==> config.mk <==
export PLATFORM = sky130hd
export DESIGN_NAME = stopwatch_ctrl_flat
export DESIGN_NICKNAME = d
export VERILOG_FILES = /design/src/rtl/stopwatch_ctrl_pkg.sv /design/src/rtl/stopwatch_ctrl_if.sv /design/src/rtl/btn_press_det.sv /design/src/rtl/stopwatch_ctrl.sv /design/src/flat_wrapper.sv
export SDC_FILE = /design/constraint.sdc
export NUM_CORES = 1
export LEC_CHECK = 0
export BUFFER_PORTS_ARGS = -buffer_cell sky130_fd_sc_hd__buf_2
export CORE_MARGIN = 5
export CORE_UTILIZATION = 50
export CTS_BUF_LIST = sky130_fd_sc_hd__clkbuf_4
export DETAILED_ROUTE_END_ITERATION = 8
export PLACE_DENSITY = 0.68
export SLEW_MARGIN = 10
export SYNTH_ARGS = -nofsm -noshare
export SYNTH_HDL_FRONTEND = slang
export SYNTH_HIERARCHICAL = 1
export SYNTH_SLANG_ARGS = --single-unit
==> constraint.sdc <==
create_clock -name clk -period 2.4 [get_ports clk]
set_clock_uncertainty 0.2 [all_clocks]
set_input_delay 0.12 -clock clk [delete_from_list [all_inputs] [get_ports clk]]
set_output_delay 0.12 -clock clk [all_outputs]
set_load 0.02 [all_outputs]
==> src/rtl/stopwatch_ctrl_pkg.sv <==
// Shared constants for the stopwatch controller: state encodings, clock and
// debounce defaults, and the output bundle type.
package stopwatch_ctrl_pkg;

    localparam logic [1:0] ST_IDLE  = 2'b00;
    localparam logic [1:0] ST_RUN   = 2'b01;
    localparam logic [1:0] ST_PAUSE = 2'b10;
    localparam logic [1:0] ST_LAP   = 2'b11;

    localparam int CLK_FREQ_HZ    = 50_000_000;
    localparam int SAMPLE_DIV_DEF = 500_000;

    typedef struct packed {
        logic       count_en;
        logic       count_clr;
        logic       lap_latch;
        logic       disp_freeze;
        logic [1:0] state;
    } ctl_out_t;

    // Level outputs are a pure function of the state being entered.
    function automatic ctl_out_t ctl_levels(input logic [1:0] st);
        ctl_out_t o;
        o             = '0;
        o.state       = st;
        o.count_en    = (st == ST_RUN) || (st == ST_LAP);
        o.disp_freeze = (st == ST_LAP);
        return o;
    endfunction

endpackage

==> src/rtl/stopwatch_ctrl_if.sv <==
// Control bundle from the stopwatch sequencer to the time counter,
// lap register and VGA digit renderer.
interface stopwatch_ctrl_if;
    logic       count_en;
    logic       count_clr;
    logic       lap_latch;
    logic       disp_freeze;
    logic [1:0] state_o;

    modport master (
        output count_en,
        output count_clr,
        output lap_latch,
        output disp_freeze,
        output state_o
    );

    modport slave (
        input count_en,
        input count_clr,
        input lap_latch,
        input disp_freeze,
        input state_o
    );
endinterface

==> src/rtl/btn_press_det.sv <==
// Raw active-low button -> 2-flop synchroniser -> tick-rate sample ->
// single-clk press event on a released-to-pressed sample transition.
module btn_press_det (
    input  logic clk,
    input  logic rst_n,
    input  logic tick,
    input  logic btn_n,
    output logic press,
    output logic level
);

    logic [1:0] sync_q;
    logic       samp_q;

    always_ff @(posedge clk or negedge rst_n) begin
        if (!rst_n) begin
            sync_q <= 2'b11;
            samp_q <= 1'b1;
            press  <= 1'b0;
        end else begin
            sync_q <= {sync_q[0], btn_n};
            press  <= tick && !sync_q[1] && samp_q;
            if (tick) begin
                samp_q <= sync_q[1];
            end
        end
    end

    assign level = sync_q[1];

endmodule

==> src/rtl/stopwatch_ctrl.sv <==
// Run/pause/lap/clear sequencer for the VGA stopwatch.
// Optional long-hold clear on the lap button: STOPWATCH_CTRL_HOLD_CLR_EN.
//
//   state | meaning
//   IDLE  | stopped at zero, waiting for start
//   RUN   | counter advancing, live time shown
//   PAUSE | counter held, live time shown
//   LAP   | counter advancing, display frozen on lap register
module stopwatch_ctrl
    import stopwatch_ctrl_pkg::*;
#(
    parameter int SAMPLE_DIV = SAMPLE_DIV_DEF,
    parameter int DIV_W      = 19,
    parameter int HOLD_TICKS = 200
) (
    input  logic clk,
    input  logic rst_n,
    input  logic btn_ss_n,
    input  logic btn_lap_n,
    stopwatch_ctrl_if.master ctl
);

    logic [DIV_W-1:0] div_q;
    logic             tick;
    logic             ss_evt;
    logic             lap_evt;
    logic             ss_level;
    logic             lap_level;
    logic             hold_evt;

    always_ff @(posedge clk or negedge rst_n) begin
        if (!rst_n) begin
            div_q <= '0;
        end else if (tick) begin
            div_q <= '0;
        end else begin
            div_q <= div_q + 1'b1;
        end
    end

    assign tick = (div_q == DIV_W'(SAMPLE_DIV - 1));

    btn_press_det u_ss_det (
        .clk   (clk),
        .rst_n (rst_n),
        .tick  (tick),
        .btn_n (btn_ss_n),
        .press (ss_evt),
        .level (ss_level)
    );

    btn_press_det u_lap_det (
        .clk   (clk),
        .rst_n (rst_n),
        .tick  (tick),
        .btn_n (btn_lap_n),
        .press (lap_evt),
        .level (lap_level)
    );

`ifdef STOPWATCH_CTRL_HOLD_CLR_EN
    localparam int HOLD_W = $clog2(HOLD_TICKS + 1);

    logic [HOLD_W-1:0] hold_q;

    // Event fires on the tick that reaches HOLD_TICKS; saturation blocks repeats.
    always_ff @(posedge clk or negedge rst_n) begin
        if (!rst_n) begin
            hold_q   <= '0;
            hold_evt <= 1'b0;
        end else begin
            hold_evt <= 1'b0;
            if (tick) begin
                if (lap_level) begin
                    hold_q <= '0;
                end else if (hold_q != HOLD_W'(HOLD_TICKS)) begin
                    hold_q   <= hold_q + 1'b1;
                    hold_evt <= (hold_q == HOLD_W'(HOLD_TICKS - 1));
                end
            end
        end
    end

    logic unused_levels;
    assign unused_levels = ss_level;
`else
    assign hold_evt = 1'b0;

    logic unused_levels;
    assign unused_levels = ^{ss_level, lap_level, 32'(HOLD_TICKS)};
`endif

    logic [1:0] state_q;
    logic [1:0] state_nxt;
    logic       clr_nxt;
    logic       lat_nxt;
    ctl_out_t   out_q;

    always_comb begin
        state_nxt = state_q;
        clr_nxt   = 1'b0;
        lat_nxt   = 1'b0;
        if (hold_evt) begin
            state_nxt = ST_IDLE;
            clr_nxt   = 1'b1;
        end else if (ss_evt) begin
            case (state_q)
                ST_IDLE:  state_nxt = ST_RUN;
                ST_RUN:   state_nxt = ST_PAUSE;
                ST_PAUSE: state_nxt = ST_RUN;
                default:  state_nxt = ST_PAUSE;
            endcase
        end else if (lap_evt) begin
            case (state_q)
                ST_RUN, ST_LAP: begin
                    state_nxt = ST_LAP;
                    lat_nxt   = 1'b1;
                end
                ST_PAUSE: begin
                    state_nxt = ST_IDLE;
                    clr_nxt   = 1'b1;
                end
                default: state_nxt = ST_IDLE;
            endcase
        end
    end

    always_ff @(posedge clk or negedge rst_n) begin
        if (!rst_n) begin
            state_q <= ST_IDLE;
            out_q   <= '0;
        end else begin
            state_q         <= state_nxt;
            out_q           <= ctl_levels(state_nxt);
            out_q.count_clr <= clr_nxt;
            out_q.lap_latch <= lat_nxt;
        end
    end

    assign ctl.count_en    = out_q.count_en;
    assign ctl.count_clr   = out_q.count_clr;
    assign ctl.lap_latch   = out_q.lap_latch;
    assign ctl.disp_freeze = out_q.disp_freeze;
    assign ctl.state_o     = out_q.state;

endmodule

==> src/flat_wrapper.sv <==
// flat-port wrapper written by rule: the top's interface ports become plain ports
module stopwatch_ctrl_flat import stopwatch_ctrl_pkg::*;
#(
    parameter int SAMPLE_DIV = SAMPLE_DIV_DEF,
    parameter int DIV_W      = 19,
    parameter int HOLD_TICKS = 200
)
  (clk, rst_n, btn_ss_n, btn_lap_n, ctl_count_en, ctl_count_clr, ctl_lap_latch, ctl_disp_freeze, ctl_state_o);
  stopwatch_ctrl_if ctl_i ();
  input  logic clk;
  input  logic rst_n;
  input  logic btn_ss_n;
  input  logic btn_lap_n;
  output wire logic [$bits(ctl_i.count_en)-1:0] ctl_count_en;
  output wire logic [$bits(ctl_i.count_clr)-1:0] ctl_count_clr;
  output wire logic [$bits(ctl_i.lap_latch)-1:0] ctl_lap_latch;
  output wire logic [$bits(ctl_i.disp_freeze)-1:0] ctl_disp_freeze;
  output wire logic [$bits(ctl_i.state_o)-1:0] ctl_state_o;
  assign ctl_count_en = ctl_i.count_en;
  assign ctl_count_clr = ctl_i.count_clr;
  assign ctl_lap_latch = ctl_i.lap_latch;
  assign ctl_disp_freeze = ctl_i.disp_freeze;
  assign ctl_state_o = ctl_i.state_o;
  stopwatch_ctrl #(.SAMPLE_DIV(SAMPLE_DIV), .DIV_W(DIV_W), .HOLD_TICKS(HOLD_TICKS)) u_core (.clk(clk), .rst_n(rst_n), .btn_ss_n(btn_ss_n), .btn_lap_n(btn_lap_n), .ctl(ctl_i));
endmodule
==> results of run 1 <==
## flip-flops by register name, summed over array words and instances, names as in the netlist
name                     cells
u_core/ctl.count_clr         1
u_core/ctl.count_en          1
u_core/ctl.disp_freeze       1
u_core/ctl.lap_latch         1
u_core/ctl.state_o           1
u_core/div_q                19
u_core/u_lap_det/press       1
u_core/u_lap_det/samp_q      1
u_core/u_lap_det/sync_q      2
u_core/u_ss_det/press        1
u_core/u_ss_det/samp_q       1
u_core/u_ss_det/sync_q       2
## stage by stage
step	instances	hold slack (ps)	power (mW)	util, %
after floorplan	109	-376	0.557	-
after global placement	149	-12.4	0.569	57.2
after detailed placement	149	1.51	0.570	57.2
after CTS	160	158	0.985	61.6
after global routing	160	171	1.02	61.6
final	160	141	0.972	61.6
## cell families after synthesis
kind of cell    after synthesis
buf+inv                       3
fa+ha+maj                     1
simple gates                 50
compound gates                3
xor+xnor                     16
flops                        32
mux                           4
## layer usage
| metal | share of wire (%) | GRT usage (%) | vias to the layer above |
|---|---|---|---|
| met1 | 48 | 18.0 | 418 |
| met2 | 45 | 22.6 | 16 |
| li1 | - | - | 427 |
| met4 | 2.6 | 7.27 | 0 |
| met5 | 0 | 0 | - |
| met3 | 4.2 | 4.96 | 7 |
## power groups by stage
stage,Clock (mW),Combinational (mW),Sequential (mW)
3_5_place_dp,0,0.0131,0.557
2_1_floorplan,0,0.000393,0.556
6_report,0.410,0.0156,0.546
5_1_grt,0.453,0.0189,0.547
3_3_place_gp,0,0.0126,0.556
4_1_cts,0.422,0.0166,0.546
## cell usage in the layout, fill, tap and decap left out
master,count
sky130_fd_sc_hd__and2_1,1
sky130_fd_sc_hd__a21oi_1,1
sky130_fd_sc_hd__clkbuf_4,6
sky130_fd_sc_hd__nor2_1,11
sky130_fd_sc_hd__and4_1,1
sky130_fd_sc_hd__a21oi_2,1
sky130_fd_sc_hd__nand3_1,7
sky130_fd_sc_hd__mux2_4,2
sky130_fd_sc_hd__clkinv_2,1
sky130_fd_sc_hd__dlygate4sd3_1,3
sky130_fd_sc_hd__xor2_1,8
sky130_fd_sc_hd__nor2b_1,1
sky130_fd_sc_hd__or4_4,2
sky130_fd_sc_hd__buf_2,9
sky130_fd_sc_hd__nor4_1,5
sky130_fd_sc_hd__bufinv_16,1
sky130_fd_sc_hd__dfrtp_1,26
sky130_fd_sc_hd__o31ai_1,1
sky130_fd_sc_hd__buf_4,3
sky130_fd_sc_hd__xnor2_1,8
sky130_fd_sc_hd__mux2_2,1
sky130_fd_sc_hd__nor4b_1,1
sky130_fd_sc_hd__ha_1,1
sky130_fd_sc_hd__mux2i_1,1
sky130_fd_sc_hd__nand2_1,6
sky130_fd_sc_hd__nand4_2,1
sky130_fd_sc_hd__and3b_1,1
sky130_fd_sc_hd__and3b_2,2
sky130_fd_sc_hd__nor3_1,3
sky130_fd_sc_hd__inv_1,1
sky130_fd_sc_hd__dfstp_2,6
sky130_fd_sc_hd__nor4_2,1
sky130_fd_sc_hd__nand3b_1,1
sky130_fd_sc_hd__nor4bb_1,1
sky130_fd_sc_hd__and3_2,1
sky130_fd_sc_hd__nand4_1,4
## cell type report
class / instances / area share (%)
Tap cell: 30 / 2.42
Timing Repair Buffer: 15 / 6.28
Sequential cell: 32 / 52.0
Inverter: 1 / 0.242
Multi-Input combinational cell: 74 / 33.9
Clock buffer: 6 / 2.90
Clock inverter: 2 / 2.25
## path summary, 6_finish.rpt
kind                                                            from                                   end  slack, ps
max in group asynchronous                                      rst_n             u_core/div_q[5]$_DFF_PN0_       1430
min in group clk                u_core/u_lap_det/sync_q[0]$_DFF_PN1_  u_core/u_lap_det/sync_q[1]$_DFF_PN1_        160
worst min register to register  u_core/u_lap_det/sync_q[0]$_DFF_PN1_  u_core/u_lap_det/sync_q[1]$_DFF_PN1_        160
worst max-delay path                       u_core/div_q[0]$_DFF_PN0_            u_core/div_q[18]$_DFF_PN0_        310
worst min-delay path                                           rst_n        u_core/ctl.lap_latch$_DFF_PN0_        140
worst max register to register             u_core/div_q[0]$_DFF_PN0_            u_core/div_q[18]$_DFF_PN0_        310
## what timing repair did
| action | in CTS | in global routing |
|---|---|---|
| buffers inserted | 0 | 0 |
| hold buffers | 3 | 0 |
| resized for setup | 0 | 0 |
| hold endpoints to repair | 28 | 0 |
==> run summary, run 1 <==
The detail route stage leaves a number of antenna-violating nets equal to 0. The tool flagged a number of max-cap violations equal to 0. The largest stage delay on the critical path was 470 ps; the register area was 808 um^2.

The highest clock frequency the design can meet is 478 MHz. Before antenna repair, the detailed router went through 4 iterations. For the worst setup path, the data required time is 2470 ps.

Internal power comes to 0.780 mW. The power per cell area was 626 mW/mm^2. The run gives 205 as the number of filler instances in the final layout. After synthesis, the share of flip-flops with an asynchronous set or reset is 100%. The count of flip-flops with a built-in enable after synthesis is 0. The combinational share of power is 1.6%, and the maximum level of the CTS H-tree is 2. The run gives 0 as the number of diodes added for antenna fixing. The cell repeated most along the worst path is sky130_fd_sc_hd__or4_4.

The run gives 0 as the number of failing hold endpoints at the final stage. After global routing the overflow that remains totals 0. The netlist uses 32 different library cells.

The clock latency on the worst-skew pair came out at 330 ps. Setup violations remaining at the end of the flow were counted as 0. In the final routed layout, each cell accounts on average for 13.7 um. The run gives 905 as the via count of the first global-routing pass.

The clock net in this run drives a total of 32 sinks. The register area share after synthesis was 59.8%; the number of warnings printed during yosys synthesis was 6. The tools report the category of the worst setup path launch point as a flop. Using the TritonRoute via totals, the vias-per-cell ratio works out to 5.43. Of the total synthesized cell area, the portion taken by AND, OR, NAND and NOR gates is 22.3%. Combined global-route utilization of all metal layers: 14.5%.

Broken down by cell family, the worst path's largest delay share belongs to simple AND/OR/NAND/NOR gates. The share of the synthesized area in the top cell type was 48.1%. The headroom to the max-slew limit is 56.0%, and the clock input transition at the sequential cells of the worst setup and hold paths is 100 ps.

The number of antenna violations at the first check in global routing was 0. In the final design database the tool counted 134 nets. The sum of buffers and inverters on the critical path was 0.

For the TritonCTS buffer count, the log shows 5. The most common cell in the synthesized netlist is sky130_fd_sc_hd__dfrtp_1. For the worst setup path, the data arrival time is 2170 ps. Ranked by instance count, the synthesized netlist is headed by sky130_fd_sc_hd__dfrtp_1, sky130_fd_sc_hd__nor2_1, sky130_fd_sc_hd__xnor2_1, sky130_fd_sc_hd__xor2_1, sky130_fd_sc_hd__nand3_1.

The static leakage came out at 0.716 nW. The critical path is of the reg2reg type. During placement, the flow inserted port buffers numbering 9. The post-route netlist has 28.5% of its cells at a drive strength greater than 1. For this run, design rule violations remaining after detail routing come to 0. The number of storage elements in the synthesis netlist was 32. The share of total power dissipated in the clock network is 42.2%. The tools report the net count of the mapped netlist as 114.

From synthesis to final layout, the design area changed by 15.0%. The logs give 15 for the number of DRC markers after the initial detailed-route iteration and 0.00155 mm^2 for the final design instance area without fill. Weighted congestion at the end of routability-driven global placement: 0.765.

By area the synthesized netlist is led by sky130_fd_sc_hd__dfrtp_1, sky130_fd_sc_hd__dfstp_2, sky130_fd_sc_hd__xnor2_1. In the final layout, the multi-input gates occupy 527 um^2. The routed design has 2200 um of wire. In this run the deepest clock path goes through 2 buffers. The measured slew at the worst slew-check pin is 659 ps. OpenSTA, run right after detailed placement, puts the worst setup slack at 321 ps. After layout, the minimum clock period comes to 2090 ps. Measured in cells, the most critical reg-to-reg path has a length of 5. Summing the areas of all compound-gate instances in the mapped netlist gives 1.57% of the synthesized area. For the maximum number of pins on one net before global-route repair, the log shows 33. The type of element capturing the critical path is a flop. The die covers 0.00384 mm^2.

For the count of vias placed by the detailed router, the log shows 868. The adder-cell share of the synthesized area is 0.926%, and the gate count after technology mapping is 109. The ratio of final minimum period to clock period was 87.2%; the top-level I/O count was 10. The global-route wire length before repair was 4000 um; the part of the total power dissipated in sequential elements was 56.2%.

The slowest stage of the critical path is the sky130_fd_sc_hd__or4_4 cell. The core region area was 0.00252 mm^2; the instance area after placement was 0.00144 mm^2. The flow ran to the end, and the final reports show no timing, DRC or antenna violations. The analysis attributes to net switching a power of 0.192 mW. A synthesized cell averages 12.4 um^2. The number of rows in the core area is 18.

TritonCTS built the clock tree. The total count of max-transition violations in the final report came out at 0. Mapped cell area: 0.00135 mm^2. By area, the combinational part of the netlist is dominated by simple AND/OR/NAND/NOR gates. In this run the worst path has a maximum fanout of 5.

Setup repair after global routing left no endpoint under its margin. For the final routed database, the setup TNS stands at 0 ps. Type of the most critical hold path: in2async. After synthesis, the share of cell area in mux cells is 3.80%. sky130_fd_sc_hd__dfrtp_1 takes more of the synthesized area than any other cell. Detailed placement ended at an HPWL of 1540 um. Net switching is 19.8% of the power. From left edge to right edge, the die measures 62.0 um.

In this run the vertical extent of the chip is 62.0 um. The synthesized-area fraction occupied by xor and xnor cells was 10.4%. The critical path runs through a total of 5 cells. The tree is rooted in a sky130_fd_sc_hd__clkbuf_4. For the maximum VDD drop, the log shows 480 uV. Traced cell by cell, the critical path runs through ha_1, nand4_1, or4_4, or4_4, a21oi_2.

Once routing completed, OpenROAD measured the worst setup slack at 307 ps. The predominant post-synthesis flop cell was sky130_fd_sc_hd__dfrtp_1. The initial utilization of the core area, before any placement, comes to 53.6%.
(Power assumes the default switching activity.)
==> inputs of run 2 (changes only) <==
- clock period: 2.4 -> 2.6 ns (I/O delays scaled with it)
==> run 2 against run 1 <==
- clock-buffer cell count unchanged
- first-iteration DRC count up 93%
- largest cell class unchanged
- critical path type unchanged
- final area down 0.48%
- die area unchanged
- register-to-register slack better by 90 ps
- total power down 8.8%
- combinational power down 7%
- core utilization down 0.30 points
- critical path depth unchanged
==> run summary, run 2 (synthesis results as in run 1) <==
The flow ran to the end, and the final reports show no timing, DRC or antenna violations. The number of failing hold endpoints at the final stage was 0 (unchanged); the core region area was 0.00252 mm^2 (unchanged). The run gives 1540 um (about the same) as the post-detailed-placement half-perimeter wirelength. The type of the most critical hold path is in2async (unchanged).

Leading cell types in the layout, fill and taps excluded: sky130_fd_sc_hd__dfrtp_1, sky130_fd_sc_hd__nor2_1, sky130_fd_sc_hd__buf_2 (unchanged). The instance area after placement is 0.00144 mm^2 (about the same), and the global-route wire length before repair is 3800 um (was 4000 um). The share of layout cells above drive strength 1 is 27.9% (was 28.5%). The tools report the post-CTS setup repair buffer count as 0 (unchanged). The clock input transition at the sequential cells of the worst setup and hold paths works out to 100 ps (about the same). Class of the most critical setup path: reg2reg (unchanged).

The via count of the first global-routing pass is 879 (was 905), and the number of cells traversed by the worst register-to-register path is 5 (unchanged). The logs give 53.6% (unchanged) for the effective utilization at floorplan and 2260 ps (was 2170 ps) for the worst endpoint data arrival time. For the final net count, the log shows 133 (was 134). Horizontal die dimension: 62.0 um (unchanged). The tools report the highest clock frequency the design can meet as 454 MHz (was 478 MHz).

The ratio of final minimum period to clock period is 84.8% (was 87.2%). Flip-flop count of the largest register after layout: 19 (unchanged). The run gives 29 (was 15) as the number of DRC markers after the initial detailed-route iteration. The maximum level of the CTS H-tree was 2 (unchanged). The part of the total power dissipated in sequential elements is 56.9% (was 56.2%), and the number of diodes added for antenna fixing is 0 (unchanged). The leftover overflow at the end of global routing is 0 (unchanged), and the die boundary height is 62.0 um (unchanged). Number of nets with antenna violations after detailed routing: 0 (unchanged).

The maximum number of buffers from clock root to sink is 2 (unchanged). The combined global-route utilization of all metal layers came out at 14.0% (was 14.5%). The tightest hold margin is 159 ps (was 141 ps).

The switching part of the total works out to 18.8% (was 19.8%). The type of element capturing the critical path was a flop (unchanged). The average wire length per cell after detail routing works out to 13.9 um (was 13.7 um). Maximum fanout encountered on the critical timing path: 5 (unchanged).

The utilization after layout came out at 61.3% (was 61.6%). Registers with the most flip-flops: u_core/div_q (19), u_core/u_lap_det/sync_q (2), u_core/u_ss_det/sync_q (2) (unchanged). The measured slew at the worst slew-check pin came out at 671 ps (was 659 ps).

Commonest non-fill, non-tap cell in the layout: sky130_fd_sc_hd__dfrtp_1 (unchanged). The number of rows in the core area came out at 18 (unchanged). The tools report the clock latency on the worst-skew pair as 320 ps (was 330 ps). The total count of max-transition violations in the final report was 0 (unchanged); the TritonCTS buffer count was 5 (unchanged). The count of max-cap constraint violations is 0 (unchanged). The tools report the count of clock tree sinks as 32 (unchanged). The wire length after detailed routing came out at 2210 um (was 2200 um). The tools report the setup TNS after final layout as 0 ps (unchanged).

The shortest clock period the worst path allows after layout is 2200 ps (was 2090 ps), and the count of vias placed by the detailed router is 873 (was 868). Net switching component of the power: 0.167 mW (was 0.192 mW). Total internal power: 0.720 mW (was 0.780 mW). The run gives 435 uV (was 480 uV) as the maximum VDD drop. Power per cell area: 574 mW/mm^2 (was 626 mW/mm^2).

TritonCTS built the clock tree. The tools report the endpoint required time on the critical path as 2660 ps (was 2470 ps). The run gives 0.744 (was 0.765) as the weighted congestion at the end of routability-driven global placement. For the number of detailed-routing iterations run before antenna repair, the log shows 4 (unchanged). The relative contribution of the clock network to total power was 41.5% (was 42.2%); the final design instance area without fill was 0.00155 mm^2 (about the same).

Register ranked first by flip-flop count: u_core/div_q (unchanged). The logs give 10 (unchanged) for the top-level I/O count and 212 (was 205) for the number of filler instances in the final layout. Setup repair after global routing left no endpoint under its margin.

The combinational share of power was 1.6% (about the same); the die area was 0.00384 mm^2 (unchanged). The quantity of I/O buffers inserted on ports came out at 9 (unchanged). Cell at the root of the clock tree: sky130_fd_sc_hd__clkbuf_4 (unchanged). The number of vias per cell after detailed routing works out to 5.49 (was 5.43). The maximum number of pins on one net before global-route repair was 33 (unchanged); the headroom to the max-slew limit was 55.3% (was 56.0%). The category of the worst setup path launch point was a flop (unchanged). For the number of antenna violations at the first check in global routing, the log shows 0 (unchanged). The synthesis-to-layout area growth was 14.4% (was 15.0%); the static leakage was 0.712 nW (was 0.716 nW).

The run gives 0 (unchanged) as the total DRC errors in the routed layout. Final setup violation count: 0 (unchanged).
[run 2: cell type report]
| type | instances | area, um^2 | area share [%] |
|---|---|---|---|
| Sequential cell | 32 | 808 | 52.3 |
| Multi-Input combinational cell | 74 | 527 | 34.1 |
| Tap cell | 30 | 37.5 | 2.43 |
| Timing Repair Buffer | 14 | 90.1 | 5.83 |
| Clock inverter | 2 | 35.0 | 2.27 |
| Clock buffer | 6 | 45.0 | 2.91 |
| Inverter | 1 | 3.75 | 0.243 |
[run 2: worst paths after layout]
kind | slack [ps] | start | endpoint
max in group asynchronous | 1600 | rst_n | u_core/div_q[0]$_DFF_PN0_
worst max-delay path | 400 | u_core/div_q[0]$_DFF_PN0_ | u_core/div_q[18]$_DFF_PN0_
worst min register to register | 160 | u_core/u_ss_det/sync_q[0]$_DFF_PN1_ | u_core/u_ss_det/sync_q[1]$_DFF_PN1_
worst max register to register | 400 | u_core/div_q[0]$_DFF_PN0_ | u_core/div_q[18]$_DFF_PN0_
min in group clk | 160 | u_core/u_ss_det/sync_q[0]$_DFF_PN1_ | u_core/u_ss_det/sync_q[1]$_DFF_PN1_
worst min-delay path | 160 | rst_n | u_core/ctl.disp_freeze$_DFF_PN0_
[run 2: worst max-delay path, cell delays in order, from the launching register on]
cell                      delay [ps]
sky130_fd_sc_hd__dfrtp_1         410
sky130_fd_sc_hd__ha_1            240
sky130_fd_sc_hd__nand4_1         230
sky130_fd_sc_hd__or4_4           500
sky130_fd_sc_hd__or4_4           430
sky130_fd_sc_hd__a21oi_2         130
[run 2: power groups by stage]
stage / sequential [mW] / clock [mW] / combinational, mW
floorplan: 0.513 / 0 / 0.000362
global route: 0.505 / 0.410 / 0.0174
detailed placement: 0.514 / 0 / 0.0120
CTS: 0.504 / 0.386 / 0.0154
global placement: 0.514 / 0 / 0.0117
finish: 0.504 / 0.368 / 0.0145
[run 2: through the flow]
stage | cells | setup WS, ps | power, mW
after global placement | 148 | 453 | 0.525
after global routing | 159 | 280 | 0.933
after CTS | 159 | 389 | 0.905
after detailed placement | 148 | 414 | 0.526
final | 159 | 396 | 0.887
after floorplan | 109 | 521 | 0.514
[run 2: layer usage]
metal  wire length, um  global-route usage, %  part of all wire, %
met1              1050                   16.9                   48
met4                18                   3.64                 0.82
met2              1010                   22.3                   46
met3               127                   6.82                  5.8
met5                 0                      0                    0
[run 2: repair_timing]
| item | 4_1_cts | 5_1_grt |
|---|---|---|
| resized for setup | 0 | 0 |
| hold buffers | 3 | 0 |
| hold endpoints to repair | 28 | 0 |
==> inputs of run 3 (changes only) <==
- ABC_AREA: not set -> 1
- clock period: 2.6 -> 2.05 ns (I/O delays scaled with it)
==> run 3 against run 2 <==
- fmax up 33%
- sequential share of layout area down 5.6 points
- first-iteration DRC count rose to 2.5 times the previous value
- die area up 12%
- largest power group unchanged
==> run summary, run 3 <==
The highest clock frequency the design can meet is 602 MHz (was 454 MHz). For the final setup violation count, the log shows 0 (unchanged). The share of layout cells above drive strength 1 works out to 16.1% (was 27.9%).

The number of nets with antenna violations after detailed routing came out at 0 (unchanged). TritonCTS built the clock tree. Clock latency on the worst-skew pair: 330 ps (was 320 ps).

The type of element capturing the critical path was a flop (unchanged). The tools report the category of the worst setup path launch point as a flop (unchanged). Power per cell area: 655 mW/mm^2 (was 574 mW/mm^2).

The length of routed met2 wiring was 1370 um (was 1010 um). Registers with the most flip-flops: u_core/div_q (19), u_core/u_lap_det/sync_q (2), u_core/u_ss_det/sync_q (2) (unchanged). The number of cells traversed by the worst register-to-register path is 8 (was 5), and the number of diodes added for antenna fixing is 0 (unchanged). The number of vias per cell after detailed routing is 5.06 (was 5.49), and the routed length on met1 is 1280 um (was 1050 um). The tools report the origin of the worst setup path as u_core/div_q[0]$_DFF_PN0_ (unchanged). The mean instance size in the synthesized netlist was 8.29 um^2 (was 12.4 um^2); the largest stage delay on the critical path was 380 ps (was 500 ps).

The tools report the number of antenna violations at the first check in global routing as 0 (unchanged). Register ranked first by flip-flop count: u_core/div_q (unchanged). For the maximum number of pins on one net before global-route repair, the log shows 33 (unchanged). The net count of the mapped netlist was 191 (was 114). The count of max-cap constraint violations came out at 0 (unchanged). The count of flip-flops with a built-in enable after synthesis was 0 (unchanged). Most frequently used cell type in the post-synthesis netlist: sky130_fd_sc_hd__nand2_1 (was sky130_fd_sc_hd__dfrtp_1).

The endpoint required time on the critical path was 2070 ps (was 2660 ps); the total DRC errors in the routed layout was 0 (unchanged). The count of cells resized by post-cts repair was 0 (unchanged). The setup TNS after final layout was 0 ps (unchanged); the flip-flop count of the largest register after layout was 19 (unchanged).

The die boundary height came out at 65.5 um (was 62.0 um). The type of the most critical hold path is in2async (unchanged). The quantity of I/O buffers inserted on ports works out to 9 (unchanged). The tools report the maximum VDD drop as 433 uV (was 435 uV). The run gives 3 (unchanged) as the number of hold-repair buffers added at the cts stage. The cell with the largest stage delay on the worst path was sky130_fd_sc_hd__dfrtp_1 (was sky130_fd_sc_hd__or4_4).

For the number of detailed-routing iterations run before antenna repair, the log shows 4 (unchanged). The highest metal layer used by the detailed router was met4 (unchanged). The tools report the headroom to the max-slew limit as 55.1% (was 55.3%). The measured slew at the worst slew-check pin is 674 ps (was 671 ps), and the horizontal die dimension is 65.5 um (was 62.0 um). The logs give 2090 um (was 1540 um) for the post-detailed-placement half-perimeter wirelength and 186 (was 109) for the gate count after technology mapping. The synthesis-to-layout area growth is 12.3% (was 14.4%).

The register area share after synthesis is 52.4% (was 59.8%). The tools report the capture instance of the worst register-to-register path as u_core/div_q[16]$_DFF_PN0_ (was u_core/div_q[18]$_DFF_PN0_). The logs give 209 (was 133) for the final net count and 0.00300 mm^2 (was 0.00252 mm^2) for the core region area.

Worst endpoint data arrival time: 1690 ps (was 2260 ps). The clock input transition at the sequential cells of the worst setup and hold paths was 110 ps (was 100 ps). Class of the most critical setup path: reg2reg (unchanged). Wire length after detailed routing: 2820 um (was 2210 um). Critical path cell sequence: ha_1, nand2_1, nor2_1, nand2_1, nor2_2, nand2_1, nor2_1, nor2_1 (was ha_1, nand4_1, or4_4, or4_4, a21oi_2). The ratio of final minimum period to clock period was 81.1% (was 84.8%); the via count of the first global-routing pass was 1186 (was 879).

The dominant delay contributor by cell family on the critical path was simple AND/OR/NAND/NOR gates (unchanged). The number of failing hold endpoints at the final stage is 0 (unchanged). Leading cell types in the layout, fill and taps excluded: sky130_fd_sc_hd__nand2_1, sky130_fd_sc_hd__nor2_1, sky130_fd_sc_hd__inv_1 (was sky130_fd_sc_hd__dfrtp_1, sky130_fd_sc_hd__nor2_1, sky130_fd_sc_hd__buf_2).

Global-route wire length before repair: 5200 um (was 3800 um). The average wire length per cell after detail routing is 11.8 um (was 13.9 um), and the count of vias placed by the detailed router is 1204 (was 873). The routed length on met3 is 126 um (was 127 um), and the final design instance area without fill is 0.00173 mm^2 (was 0.00155 mm^2). The post-CTS setup repair buffer count was 0 (unchanged). The die area was 0.00429 mm^2 (was 0.00384 mm^2). The run gives 0.00154 mm^2 (was 0.00135 mm^2) as the mapped cell area. Cell types occupying the most area after synthesis: sky130_fd_sc_hd__dfrtp_1, sky130_fd_sc_hd__dfstp_2, sky130_fd_sc_hd__nand2_1 (was sky130_fd_sc_hd__dfrtp_1, sky130_fd_sc_hd__dfstp_2, sky130_fd_sc_hd__xnor2_1). The total count of max-transition violations in the final report is 0 (unchanged), and the number of filler instances in the final layout is 293 (was 212).

The weighted congestion at the end of routability-driven global placement was 0.931 (was 0.744). The run finished with clean final reports. The number of placed instances with taps included was 227 (was 148); the sum of buffers and inverters on the critical path was 0 (unchanged). Leftover overflow at the end of global routing: 0 (unchanged).

The largest area contributor in the synthesized netlist was sky130_fd_sc_hd__dfrtp_1 (unchanged). The combined global-route utilization of all metal layers came out at 16.0% (was 14.0%). The cell at the root of the clock tree was sky130_fd_sc_hd__clkbuf_4 (unchanged). The share of the synthesized area in the top cell type is 42.2% (was 48.1%). Most frequent cells after synthesis: sky130_fd_sc_hd__nand2_1, sky130_fd_sc_hd__nor2_1, sky130_fd_sc_hd__inv_1 (was sky130_fd_sc_hd__dfrtp_1, sky130_fd_sc_hd__nor2_1, sky130_fd_sc_hd__xnor2_1, sky130_fd_sc_hd__xor2_1, sky130_fd_sc_hd__nand3_1).

The tools report the TritonCTS buffer count as 5 (unchanged). The predominant post-synthesis flop cell was sky130_fd_sc_hd__dfrtp_1 (unchanged). For the count of distinct cell types in the synthesized netlist, the log shows 21 (was 32). The top-level I/O count was 10 (unchanged).

Last element of the critical path: u_core/div_q[16]$_DFF_PN0_ (was u_core/div_q[18]$_DFF_PN0_). For the maximum number of buffers from clock root to sink, the log shows 2 (unchanged). The number of warnings printed during yosys synthesis came out at 6 (unchanged). The static leakage is 0.834 nW (was 0.712 nW), and the share of flip-flops with an asynchronous set or reset is 100% (unchanged). The effective utilization at floorplan is 51.3% (was 53.6%). The number of stages on the worst setup path is 8 (was 5). For the maximum level of the CTS H-tree, the log shows 2 (unchanged).

The instance area after placement was 0.00162 mm^2 (was 0.00144 mm^2). The shortest clock period the worst path allows after layout came out at 1660 ps (was 2200 ps). Number of storage elements in the synthesis netlist: 32 (unchanged). Launch point of the worst reg-to-reg path: u_core/div_q[0]$_DFF_PN0_ (unchanged). The run gives 73 (was 29) as the number of DRC markers after the initial detailed-route iteration. The maximum fanout encountered on the critical timing path is 3 (was 5), and the worst setup slack for register-to-register paths is 390 ps (was 400 ps). The count of clock tree sinks is 32 (unchanged). Setup repair after global routing left no endpoint under its margin.

For the final instance count without filler cells, the log shows 238 (was 159). Commonest non-fill, non-tap cell in the layout: sky130_fd_sc_hd__nand2_1 (was sky130_fd_sc_hd__dfrtp_1). Number of rows in the core area: 20 (was 18).
[run 3: changes by cell type in the layout (fill, tap and decap cells not counted), sizes merged, moves of 4 or more]
cell / change
inv: +29
xnor2: -5
nor4: -6
nor2: +33
o21ai: +4
nand2: +36
[run 3: cells by family after synthesis]
kind of cell               Yosys count  synth area share [%]
AOI/OAI and AO/OA                    7                  2.35
xor gates and xnor gates            11                  6.25
adders and majority gates            1                 0.812
buffers and inverters               31                  7.79
DFF                                 32                  52.4
and+or+nand+nor                    104                  30.4
[run 3: how the worst min path moves through the flow]
stage                                                   to  slack, ps  depth (start not counted)
final                           u_core/div_q[14]$_DFF_PN0_        130                          2
after detailed placement    u_core/ctl.count_clr$_DFF_PN0_        -10                          1
after global routing      u_core/u_lap_det/press$_DFF_PN0_        180                          2
after floorplan             u_core/ctl.count_clr$_DFF_PN0_       -390                          0
after global placement    u_core/ctl.disp_freeze$_DFF_PN0_        -20                          1
after CTS                       u_core/div_q[14]$_DFF_PN0_        150                          2
[run 3: worst reg2reg max path, delay by kind of cell (launching register included)]
family | cells | cell delay [ps]
flip-flops | 1 | 380
AND/OR/NAND/NOR | 7 | 780
adder cells (fa/ha/maj) | 1 | 200
[run 3: layout make-up]
cell class | instances | area (um^2) | area share (%)
Sequential cell | 32 | 808 | 46.7
Inverter | 30 | 113 | 6.51
Timing Repair Buffer | 12 | 75.1 | 4.34
Clock buffer | 5 | 37.5 | 2.17
Tap cell | 33 | 41.3 | 2.39
Multi-Input combinational cell | 123 | 613 | 35.4
Clock inverter | 3 | 42.5 | 2.46
[run 3: report_power, final]
part	total [mW]	leakage [nW]	internal, mW	switching, mW
Clock	0.474	0.0412	0.254	0.220
Sequential	0.640	0.412	0.638	0.00150
Combinational	0.0191	0.381	0.00607	0.0130
[run 3: through the flow]
step / hold slack, ps / util (%) / setup WS (ps) / total power [mW]
finish: 133 / 57.6 / 388 / 1.13
global route: 176 / 57.6 / 217 / 1.19
detailed placement: -14.4 / 54.0 / 375 / 0.668
CTS: 154 / 57.6 / 359 / 1.15
global placement: -24.3 / 54.0 / 446 / 0.667
floorplan: -393 / - / 555 / 0.652
[run 3: per-layer routing]
metal / GRT usage [%] / vias to the layer above
li1: - / 598
met5: 0 / -
met1: 19.2 / 570
met4: 6.22 / 0
met2: 26.4 / 32
met3: 5.13 / 4
